**src/rtl/pll_dyn_ctrl.sv**
```systemverilog
// pll_dyn_ctrl: dynamic-reconfiguration controller for a Gowin rPLL.
// Holds a writable table of divider/phase profiles and sequences PLL reset,
// lock wait with timeout and bounded retry on every profile switch.
// Optional loss-of-lock monitor: define PLL_LOCK_MONITOR_EN.
module pll_dyn_ctrl #(
  parameter int          NUM_PROFILES  = 4,
  parameter logic [29:0] INIT_PROFILE  = 30'h0,
  parameter int          RESET_CYCLES  = 16,
  parameter int          SETTLE_CYCLES = 256,
  parameter int          LOCK_TIMEOUT  = 65535,
  parameter int          MAX_RETRY     = 3,
  localparam int         SW            = $clog2(NUM_PROFILES)
) (
  input  logic          clk,
  input  logic          reset,
  input  logic          cfg_we,
  input  logic [SW-1:0] cfg_addr,
  input  logic [29:0]   cfg_wdata,
  input  logic          req_valid,
  output logic          req_ready,
  input  logic [SW-1:0] req_sel,
  input  logic          pll_lock,
  output logic          pll_reset,
  output logic [5:0]    pll_idsel,
  output logic [5:0]    pll_fbdsel,
  output logic [5:0]    pll_odsel,
  output logic [3:0]    pll_psda,
  output logic [3:0]    pll_dutyda,
  output logic [3:0]    pll_fdly,
  output logic [SW-1:0] active_sel,
  output logic          busy,
  output logic          locked,
  output logic          fail,
  output logic          done,
  output logic          err,
  output logic [7:0]    lol_cnt
);
  // The timer is shared: it times the reset pulse, then the lock timeout.
  localparam int TMAX = (LOCK_TIMEOUT > RESET_CYCLES) ? LOCK_TIMEOUT : RESET_CYCLES;
  localparam int TW   = $clog2(TMAX + 1);
  localparam int STW  = $clog2(SETTLE_CYCLES + 1);
  localparam int RW   = (MAX_RETRY > 0) ? $clog2(MAX_RETRY + 1) : 1;

  typedef enum logic [1:0] {RST_ASSERT, WAIT_LOCK, LOCKED, FAIL} state_t;

  state_t         state_q, state_d;
  logic [TW-1:0]  tmr_q, tmr_d;
  logic [STW-1:0] stab_q, stab_d;
  logic [RW-1:0]  retry_q, retry_d;
  logic [29:0]    cur_q, cur_d;
  logic [SW-1:0]  sel_q, sel_d;
  logic           done_q, done_d, err_q, err_d;
  logic           lock_meta_q, lock_s_q;
  logic [29:0]    tbl_q [NUM_PROFILES];
  logic [29:0]    tbl_d [NUM_PROFILES];
  logic [29:0]    req_entry;
  logic           sel_ok, accept;
`ifdef PLL_LOCK_MONITOR_EN
  logic           lol_run_q, lol_run_d;
  logic [7:0]     lol_cnt_q, lol_cnt_d;
`endif

  assign req_ready = (state_q == LOCKED) || (state_q == FAIL);
  assign busy      = (state_q == RST_ASSERT) || (state_q == WAIT_LOCK);
  assign locked    = (state_q == LOCKED);
  assign fail      = (state_q == FAIL);
  assign pll_reset = (state_q == RST_ASSERT);
  assign accept    = req_valid && req_ready;
  assign sel_ok    = 32'(req_sel) < 32'(NUM_PROFILES);
  assign {pll_idsel, pll_fbdsel, pll_odsel, pll_psda, pll_dutyda, pll_fdly} = cur_q;
  assign active_sel = sel_q;
  assign done       = done_q;
  assign err        = err_q;
`ifdef PLL_LOCK_MONITOR_EN
  assign lol_cnt = lol_cnt_q;
`else
  assign lol_cnt = 8'h00;
`endif

  // Table read (pre-write contents) and write-next-edge; out-of-range indices ignored
  always_comb begin
    req_entry = '0;
    for (int i = 0; i < NUM_PROFILES; i++) begin
      tbl_d[i] = tbl_q[i];
      if (req_sel == SW'(i)) req_entry = tbl_q[i];
      if (cfg_we && cfg_addr == SW'(i)) tbl_d[i] = cfg_wdata;
    end
  end

  // Sequencer next state: reset pulse, lock wait/retry, request handling
  always_comb begin
    state_d = state_q;
    tmr_d   = tmr_q;
    stab_d  = '0;
    retry_d = retry_q;
    cur_d   = cur_q;
    sel_d   = sel_q;
    done_d  = 1'b0;
    err_d   = 1'b0;
`ifdef PLL_LOCK_MONITOR_EN
    lol_run_d = 1'b0;
    lol_cnt_d = lol_cnt_q;
`endif
    unique case (state_q)
      RST_ASSERT: begin
        tmr_d = tmr_q + 1'b1;
        if (tmr_q == TW'(RESET_CYCLES - 1)) begin
          state_d = WAIT_LOCK;
          tmr_d   = '0;
        end
      end
      WAIT_LOCK: begin
        tmr_d  = tmr_q + 1'b1;
        stab_d = lock_s_q ? stab_q + 1'b1 : '0;
        if (lock_s_q && stab_q == STW'(SETTLE_CYCLES - 1)) begin
          state_d = LOCKED;
          retry_d = '0;
          done_d  = 1'b1;
        end else if (tmr_q == TW'(LOCK_TIMEOUT - 1)) begin
          tmr_d  = '0;
          stab_d = '0;
          if (retry_q < RW'(MAX_RETRY)) begin
            retry_d = retry_q + 1'b1;
            state_d = RST_ASSERT;
          end else begin
            state_d = FAIL;
            done_d  = 1'b1;
            err_d   = 1'b1;
          end
        end
      end
      default: begin
        if (accept) begin
          if (!sel_ok) begin
            done_d = 1'b1;
            err_d  = 1'b1;
          end else if (state_q == LOCKED && req_entry[29:12] == cur_q[29:12]) begin
            // Dividers unchanged: phase/duty/delay retune without relocking
            cur_d[11:0] = req_entry[11:0];
            sel_d       = req_sel;
            done_d      = 1'b1;
          end else begin
            cur_d   = req_entry;
            sel_d   = req_sel;
            retry_d = '0;
            tmr_d   = '0;
            state_d = RST_ASSERT;
          end
        end
`ifdef PLL_LOCK_MONITOR_EN
        else if (state_q == LOCKED && !lock_s_q) begin
          if (lol_run_q) begin
            lol_cnt_d = (lol_cnt_q == 8'hFF) ? lol_cnt_q : lol_cnt_q + 8'd1;
            retry_d   = '0;
            tmr_d     = '0;
            state_d   = RST_ASSERT;
          end else begin
            lol_run_d = 1'b1;
          end
        end
`endif
      end
    endcase
  end

  // State registers, lock synchroniser and profile table
  always_ff @(posedge clk) begin
    if (reset) begin
      state_q     <= RST_ASSERT;
      tmr_q       <= '0;
      stab_q      <= '0;
      retry_q     <= '0;
      cur_q       <= INIT_PROFILE;
      sel_q       <= '0;
      done_q      <= 1'b0;
      err_q       <= 1'b0;
      lock_meta_q <= 1'b0;
      lock_s_q    <= 1'b0;
      for (int i = 0; i < NUM_PROFILES; i++) tbl_q[i] <= INIT_PROFILE;
    end else begin
      state_q     <= state_d;
      tmr_q       <= tmr_d;
      stab_q      <= stab_d;
      retry_q     <= retry_d;
      cur_q       <= cur_d;
      sel_q       <= sel_d;
      done_q      <= done_d;
      err_q       <= err_d;
      lock_meta_q <= pll_lock;
      lock_s_q    <= lock_meta_q;
      for (int i = 0; i < NUM_PROFILES; i++) tbl_q[i] <= tbl_d[i];
    end
  end

`ifdef PLL_LOCK_MONITOR_EN
  // Loss-of-lock monitor state
  always_ff @(posedge clk) begin
    if (reset) begin
      lol_run_q <= 1'b0;
      lol_cnt_q <= 8'h00;
    end else begin
      lol_run_q <= lol_run_d;
      lol_cnt_q <= lol_cnt_d;
    end
  end
`endif

endmodule

```
**config.mk**
```make
export PLATFORM = sky130hd
export DESIGN_NAME = pll_dyn_ctrl
export DESIGN_NICKNAME = d
export VERILOG_FILES = /design/src/rtl/pll_dyn_ctrl.sv
export SDC_FILE = /design/constraint.sdc
export NUM_CORES = 1
export LEC_CHECK = 0
export ABC_AREA = 0
export CORE_UTILIZATION = 60
export CTS_CLUSTER_SIZE = 20
export DETAILED_ROUTE_END_ITERATION = 12
export PLACE_DENSITY_LB_ADDON = 0.3
export SYNTH_ARGS = -nofsm -noshare
export SYNTH_HDL_FRONTEND = slang
export SYNTH_SLANG_ARGS = --single-unit
export TNS_END_PERCENT = 100
```
**constraint.sdc**
```tcl
create_clock -name clk -period 4.65 [get_ports clk]
set_input_delay 0.93 -clock clk [delete_from_list [all_inputs] [get_ports clk]]
set_output_delay 0.93 -clock clk [all_outputs]
set_load 0.05 [all_outputs]
```
* After elaboration in Yosys (flattened, before gate mapping)
Memory sizes are Yosys's and may differ from the RTL's. Index checks and enable logic that the tools add are counted.
Word-level totals: RAM bits 120, memories 1, bits in latches 0, bits of input ports 39, ROM bits 0, output and inout bits 47, flip-flop bits (word level) 65
Operators by class: reductions and logical operators 22, $mul 0, shift-type cells 0, multiplexer cells 41, magnitude comparators 1, divide/modulo/power cells 0, equality and inequality tests 18, $add $sub $neg 3, bitwise logic cells 8
Memory list:
- tbl_q | depth 4, bits a word 30, read ports 4, clocked after Yosys merged registers in 0, wr ports 4, line 54 | logic [29:0] tbl_q [NUM_PROFILES];
Operator list (count):
- $mux 30 | 12
- $mux 16 | 5
- $pmux 16 s2 | 1
- $mux 9 | 3
- $eq 18x18->1 | 1
- $mux 2 | 9
- $add 16x1->16 const B | 1
- $eq 16x16->1 const B | 1
- $eq 16x4->1 const B | 1
- $eq 2x2->1 const B | 6
- $add 9x1->9 const B | 1
- $eq 9x8->1 const B | 1
- $mux 1 | 8
- $pmux 2 s2 | 2
- $logic_and 1x1->1 | 7
- $eq 2x1->1 const B | 3
- $logic_not 2->1 | 3
- $ne 3x1->1 const B | 2
- $reduce_and 5->1 | 1
- $not 1->1 | 4
- $or 1x1->1 | 4
- $reduce_and 2->1 | 2
- $reduce_and 4->1 | 1
- $reduce_or 2->1 | 2
- other kinds (11) | 12

* Longest topological paths before layout
depth in word-level cells 10, mapped depth 11, gate-level depth less buffers 10

* Least setup slack after synthesis
Ideal clock, no wire load.
path type input -> register, from in req_sel[1], to reg tmr_q[14], arrival 2.835 ns, path buffers 3, slack 1.727 ns, data required time 4.562 ns, cell stages on the path 9, cell sequence buf_6 > buf_12 > mux4_2 > xnor2_1 > nand4_1 > nor3_4 > a21oi_4 > buf_6 > a311oi_2
On the way: longest elaborated chain between the ends 9, elaborated cells on any way between the ends 12, classes of those cells eq/ne (5); mux (4); reduce/logical (3)
RTL lines:
- from (decl) | line 21 | input logic [SW-1:0] req_sel,
- $logic_not 2->1 | line 85 | if (req_sel == SW'(i)) req_entry = tbl_q[i];
- $mux 30 (3 in series) | line 85
- $mux 30 * | line 85
- $eq 18x18->1 * | line 137 | end else if (state_q == LOCKED && req_entry[29:12] == cur_q[29:12]) begin
- $logic_and 1x1->1 * | line 137
- $ne 3x3->1 (no source line) *
- $reduce_and 2->1 (no source line) *
- to (signal assigned) | line 182 | tmr_q <= tmr_d;
- to (decl) | line 47 | logic [TW-1:0] tmr_q, tmr_d;
Mark *: on every way between the ends. The rest lies on a longest branch, timed or not. A chain may end at the register's enable or synchronous reset.

* Final worst setup path
from in req_sel[0], to reg tmr_q[6]
The elaborated chain is that of the path after synthesis.

==> summary.txt <==
==============================================================================
Global-route wire length before repair                                32.14 mm
Die area                                                          13,990 sq um
Most used flip-flop cell after synthesis                          sky130_fd_sc_hd__dfxtp_1
Vertical extent of the die                                            118.3 um
Setup repair after global routing missed its margin                         no
Netlist area before placement                                       8114 sq um
Final antenna-violating net count                                            0
Worst path top cell family by delay                               buffers and inverters
Maximum clock skew at final layout                                 0.008782 ns
Proportion of netlist area held by the largest area contributor         45.64%
Crit path capture type                                                    flop
Finished Core Util                                                      72.24%
Delay of the slowest cell on the worst path                            0.75 ns
Starting density of the core                                            61.52%
Avg Vias per Cell                                                        5.724
Layout Cell Area excl Fill                                          9529 sq um
Hold buffer count at cts                                                     0
Clock sinks                                                                185
Register-to-register setup slack                                       1.81 ns
Count of mapped cells out of synthesis                                     936
Clock tree from TritonCTS                                                  yes
Critical R2R Launch                                                  stab_q[0]
Number of H-tree levels                                                      4
CTS Buffer Depth                                                             2
Count of yosys warnings during synthesis                                     0
Layout cell share with drive strength beyond 1                          8.770%
Leak Pwr                                                              3.232 nW
CP startpoint                                                       req_sel[0]
Diode insertion count for antenna repair                                     0
Seq. cell area                                                      3704 sq um
Class of the tightest hold or removal check                       flop to flop
Post-route clock period utilization                                     73.26%
Share of synthesized registers carrying an async set or reset               0%
Total count of hold-check failures in the final report                       0
Initial drt markers                                                        804
Internal power consumption                                          0.002735 W
Avg WL per Cell                                                       17.01 um
Count of unique library cells instantiated by Yosys                         50
Synthesis-to-layout area growth                                         17.44%
Number of port buffers                                                      77
Placer's final routability congestion estimate                          0.8229
Endpoint required time on the critical path                            4.98 ns
Buffers & Inverters on Critical Path                                         1
Power share of the clock group                                           46.1%
Number of maximum-capacitance constraint violations                          0
Arrival time worst endpoint                                            3.73 ns
IO Pins                                                                     86
Pins Over Slew Limit                                                         0
Number of global-route vias before repair                                6,275
Average size of a mapped cell                                      8.669 sq um
Half-perimeter wire length after detailed placement                   12.31 mm
Initial antenna violation count                                              0
Total via count after detailed routing                                   6,686
Die width                                                             118.3 um
Cell chain of the critical path                                   buf_2 > mux4_2 > xnor2_1 > nand4_1 > nor3_4 > a21oi_4 > a311oi_1
Area contributors post-synth                                      sky130_fd_sc_hd__dfxtp_1, sky130_fd_sc_hd__nand2_1, sky130_fd_sc_hd__a21oi_1
Area used by multi-input combinational logic                        4070 sq um
Depth of the most critical reg-to-reg path                                  10
Switch Pwr                                                         0.0007894 W
Cell at the root of the clock tree                                sky130_fd_sc_hd__clkbuf_16
Highest achievable clock rate                                       0.2935 GHz
Placeable core region                                             13,190 sq um
Peak supply drop                                                     0.2846 mV
Path length in cells of the critical path                                    7
Sum of negative setup slack                                               0 ns
Standard-cell row count                                                     42
R2r endpoint                                                         tmr_q[15]
Setup-violating endpoint count in the final report                           0
Power density relative to cell area                               369.8 nW/um^2
Combinational share of power                                              7.2%
Final net count                                                          1,023
Seq pwr share                                                            46.6%
Insertion delay to the later sink of the worst-skew pair               0.43 ns
# fillers                                                                  986
Cell with the largest stage delay on the worst path               sky130_fd_sc_hd__buf_2
DRC viols                                                                    0
Maximum number of pins on one net before global-route repair               101
Final wirelength                                                      19.87 mm
Clock transition at path regs                                          0.06 ns
Yosys top cell by area                                            sky130_fd_sc_hd__dfxtp_1
Grt total ovfl                                                               0
Capture point of the critical path                                    tmr_q[6]
Outcome                                                              completed
Crit path launch type                                               input port
Critical path start-end classification                            input port to flop
Placed cell areas                                                   8857 sq um
Overall Global Routing Usage                                            29.13%
Number of synthesized register bits                                        185
Relative slew margins                                                   32.64%
Worst Tran Pin Value                                                  1.010 ns
Number of buffers inserted during clock tree synthesis                      17
Resized Gates After CTS                                                      0
Post-CTS Setup Inserts                                                       0
CP Max Fanout                                                               35
Fraction of power spent switching nets                                  22.40%
Period minus WS final                                                 3.407 ns
Share of the yosys chip area belonging to registers                     45.64%
Post-synth EDFFs                                                             0
Pre-Repair DR Iteration Count                                                8
==============================================================================
## placed cells by master, fill, tap and decap left out, types with 6 or more instances in the layout
master,count
sky130_fd_sc_hd__a21oi_1,144
sky130_fd_sc_hd__a311oi_1,7
sky130_fd_sc_hd__and3_1,6
sky130_fd_sc_hd__buf_4,11
sky130_fd_sc_hd__clkbuf_16,17
sky130_fd_sc_hd__clkdlybuf4s50_1,74
sky130_fd_sc_hd__conb_1,8
sky130_fd_sc_hd__dfxtp_1,185
sky130_fd_sc_hd__inv_1,8
sky130_fd_sc_hd__mux2i_1,23
sky130_fd_sc_hd__mux4_2,25
sky130_fd_sc_hd__nand2_1,293
sky130_fd_sc_hd__nand2b_1,37
sky130_fd_sc_hd__nand3_1,10
sky130_fd_sc_hd__nand4_1,8
sky130_fd_sc_hd__nor2_1,24
sky130_fd_sc_hd__nor2b_1,6
sky130_fd_sc_hd__o21ai_0,8
sky130_fd_sc_hd__xnor2_1,23
## through the flow
step	hold WS [ns]	cells	setup slack, ns	total power [W]
2_1_floorplan	0.4138	943	1.727	0.001847
3_3_place_gp	0.4241	1136	0.9431	0.001924
3_5_place_dp	0.4421	1136	0.8350	0.001929
4_1_cts	0.4438	1168	1.232	0.003527
5_1_grt	0.4653	1168	1.006	0.003627
6_report	0.4409	1168	1.243	0.003524
## cell usage after synthesis (3+ instances only)
library cell / n
sky130_fd_sc_hd__mux4_1: 3
sky130_fd_sc_hd__nor4_1: 3
sky130_fd_sc_hd__nor2_1: 25
sky130_fd_sc_hd__buf_2: 4
sky130_fd_sc_hd__a211oi_2: 4
sky130_fd_sc_hd__and3_1: 6
sky130_fd_sc_hd__o21ai_0: 8
sky130_fd_sc_hd__xor2_1: 5
sky130_fd_sc_hd__a211o_1: 3
sky130_fd_sc_hd__mux2i_1: 23
sky130_fd_sc_hd__mux4_2: 25
sky130_fd_sc_hd__ha_1: 5
sky130_fd_sc_hd__a41oi_1: 3
sky130_fd_sc_hd__nand2b_1: 37
sky130_fd_sc_hd__and2_1: 4
sky130_fd_sc_hd__dfxtp_1: 185
sky130_fd_sc_hd__xnor2_1: 23
sky130_fd_sc_hd__buf_4: 8
sky130_fd_sc_hd__nand4_1: 8
sky130_fd_sc_hd__a21oi_1: 144
sky130_fd_sc_hd__nor2b_1: 6
sky130_fd_sc_hd__a311oi_1: 7
sky130_fd_sc_hd__nand3_1: 10
sky130_fd_sc_hd__o32ai_2: 3
sky130_fd_sc_hd__buf_6: 4
sky130_fd_sc_hd__inv_1: 8
sky130_fd_sc_hd__nand2_1: 293
sky130_fd_sc_hd__buf_1: 6
sky130_fd_sc_hd__clkbuf_1: 47
## how the worst min path moves through the flow
stage                           start       end  slack (ns)  cells past startpoint
after CTS                 lock_meta_q  lock_s_q        0.44                      1
after detailed placement  lock_meta_q  lock_s_q        0.44                      1
after global routing      lock_meta_q  lock_s_q        0.47                      1
final                     lock_meta_q  lock_s_q        0.44                      1
after floorplan           lock_meta_q  lock_s_q        0.41                      1
after global placement    lock_meta_q  lock_s_q        0.42                      1
## cell type report
| type | instances | share of cell area (%) |
|---|---|---|
| clock buffers | 22 | 5.081 |
| clock inverters | 10 | 1.970 |
| inverters | 8 | 0.3151 |
| multi-input cells | 680 | 42.71 |
| flip-flops and latches | 185 | 38.87 |
| well taps | 176 | 2.311 |
| repair buffers | 87 | 8.745 |
## sequential cells by signal (all words and copies together), names as in the netlist
name / flops
retry_q: 2
state_q: 2
err: 1
done: 1
cur_q: 30
tmr_q: 16
tbl_q: 120
lock_meta_q: 1
active_sel: 2
stab_q: 9
lock_s_q: 1
## per-layer routing
layer,track usage [%],vias to the layer above,wire length [um]
met3,5.695,25,1337
met1,39.71,3184,8575
met2,46.73,237,9622
li1,-,3240,-
met5,0,-,0
met4,8.974,0,331
## cells by family after synthesis
family	Yosys count	share of synthesized area (%)
AO/OA/AOI/OAI	183	13.55
XOR/XNOR	28	3.022
adder cells (fa/ha/maj)	5	0.7710
buffers and inverters	78	4.611
flip-flops	185	45.64
multiplexers	51	10.75
other	1	0.04622
AND/OR/NAND/NOR	405	21.60
## power groups by stage
stage	Sequential [W]	Combinational [W]	Clock [W]
finish	0.00164	0.000255	0.00163
global route	0.00164	0.000276	0.00171
CTS	0.00164	0.000254	0.00163
detailed placement	0.00168	0.000252	0
global placement	0.00168	0.000247	0
floorplan	0.00167	0.000177	0
Power figures use the tool's default switching activity.
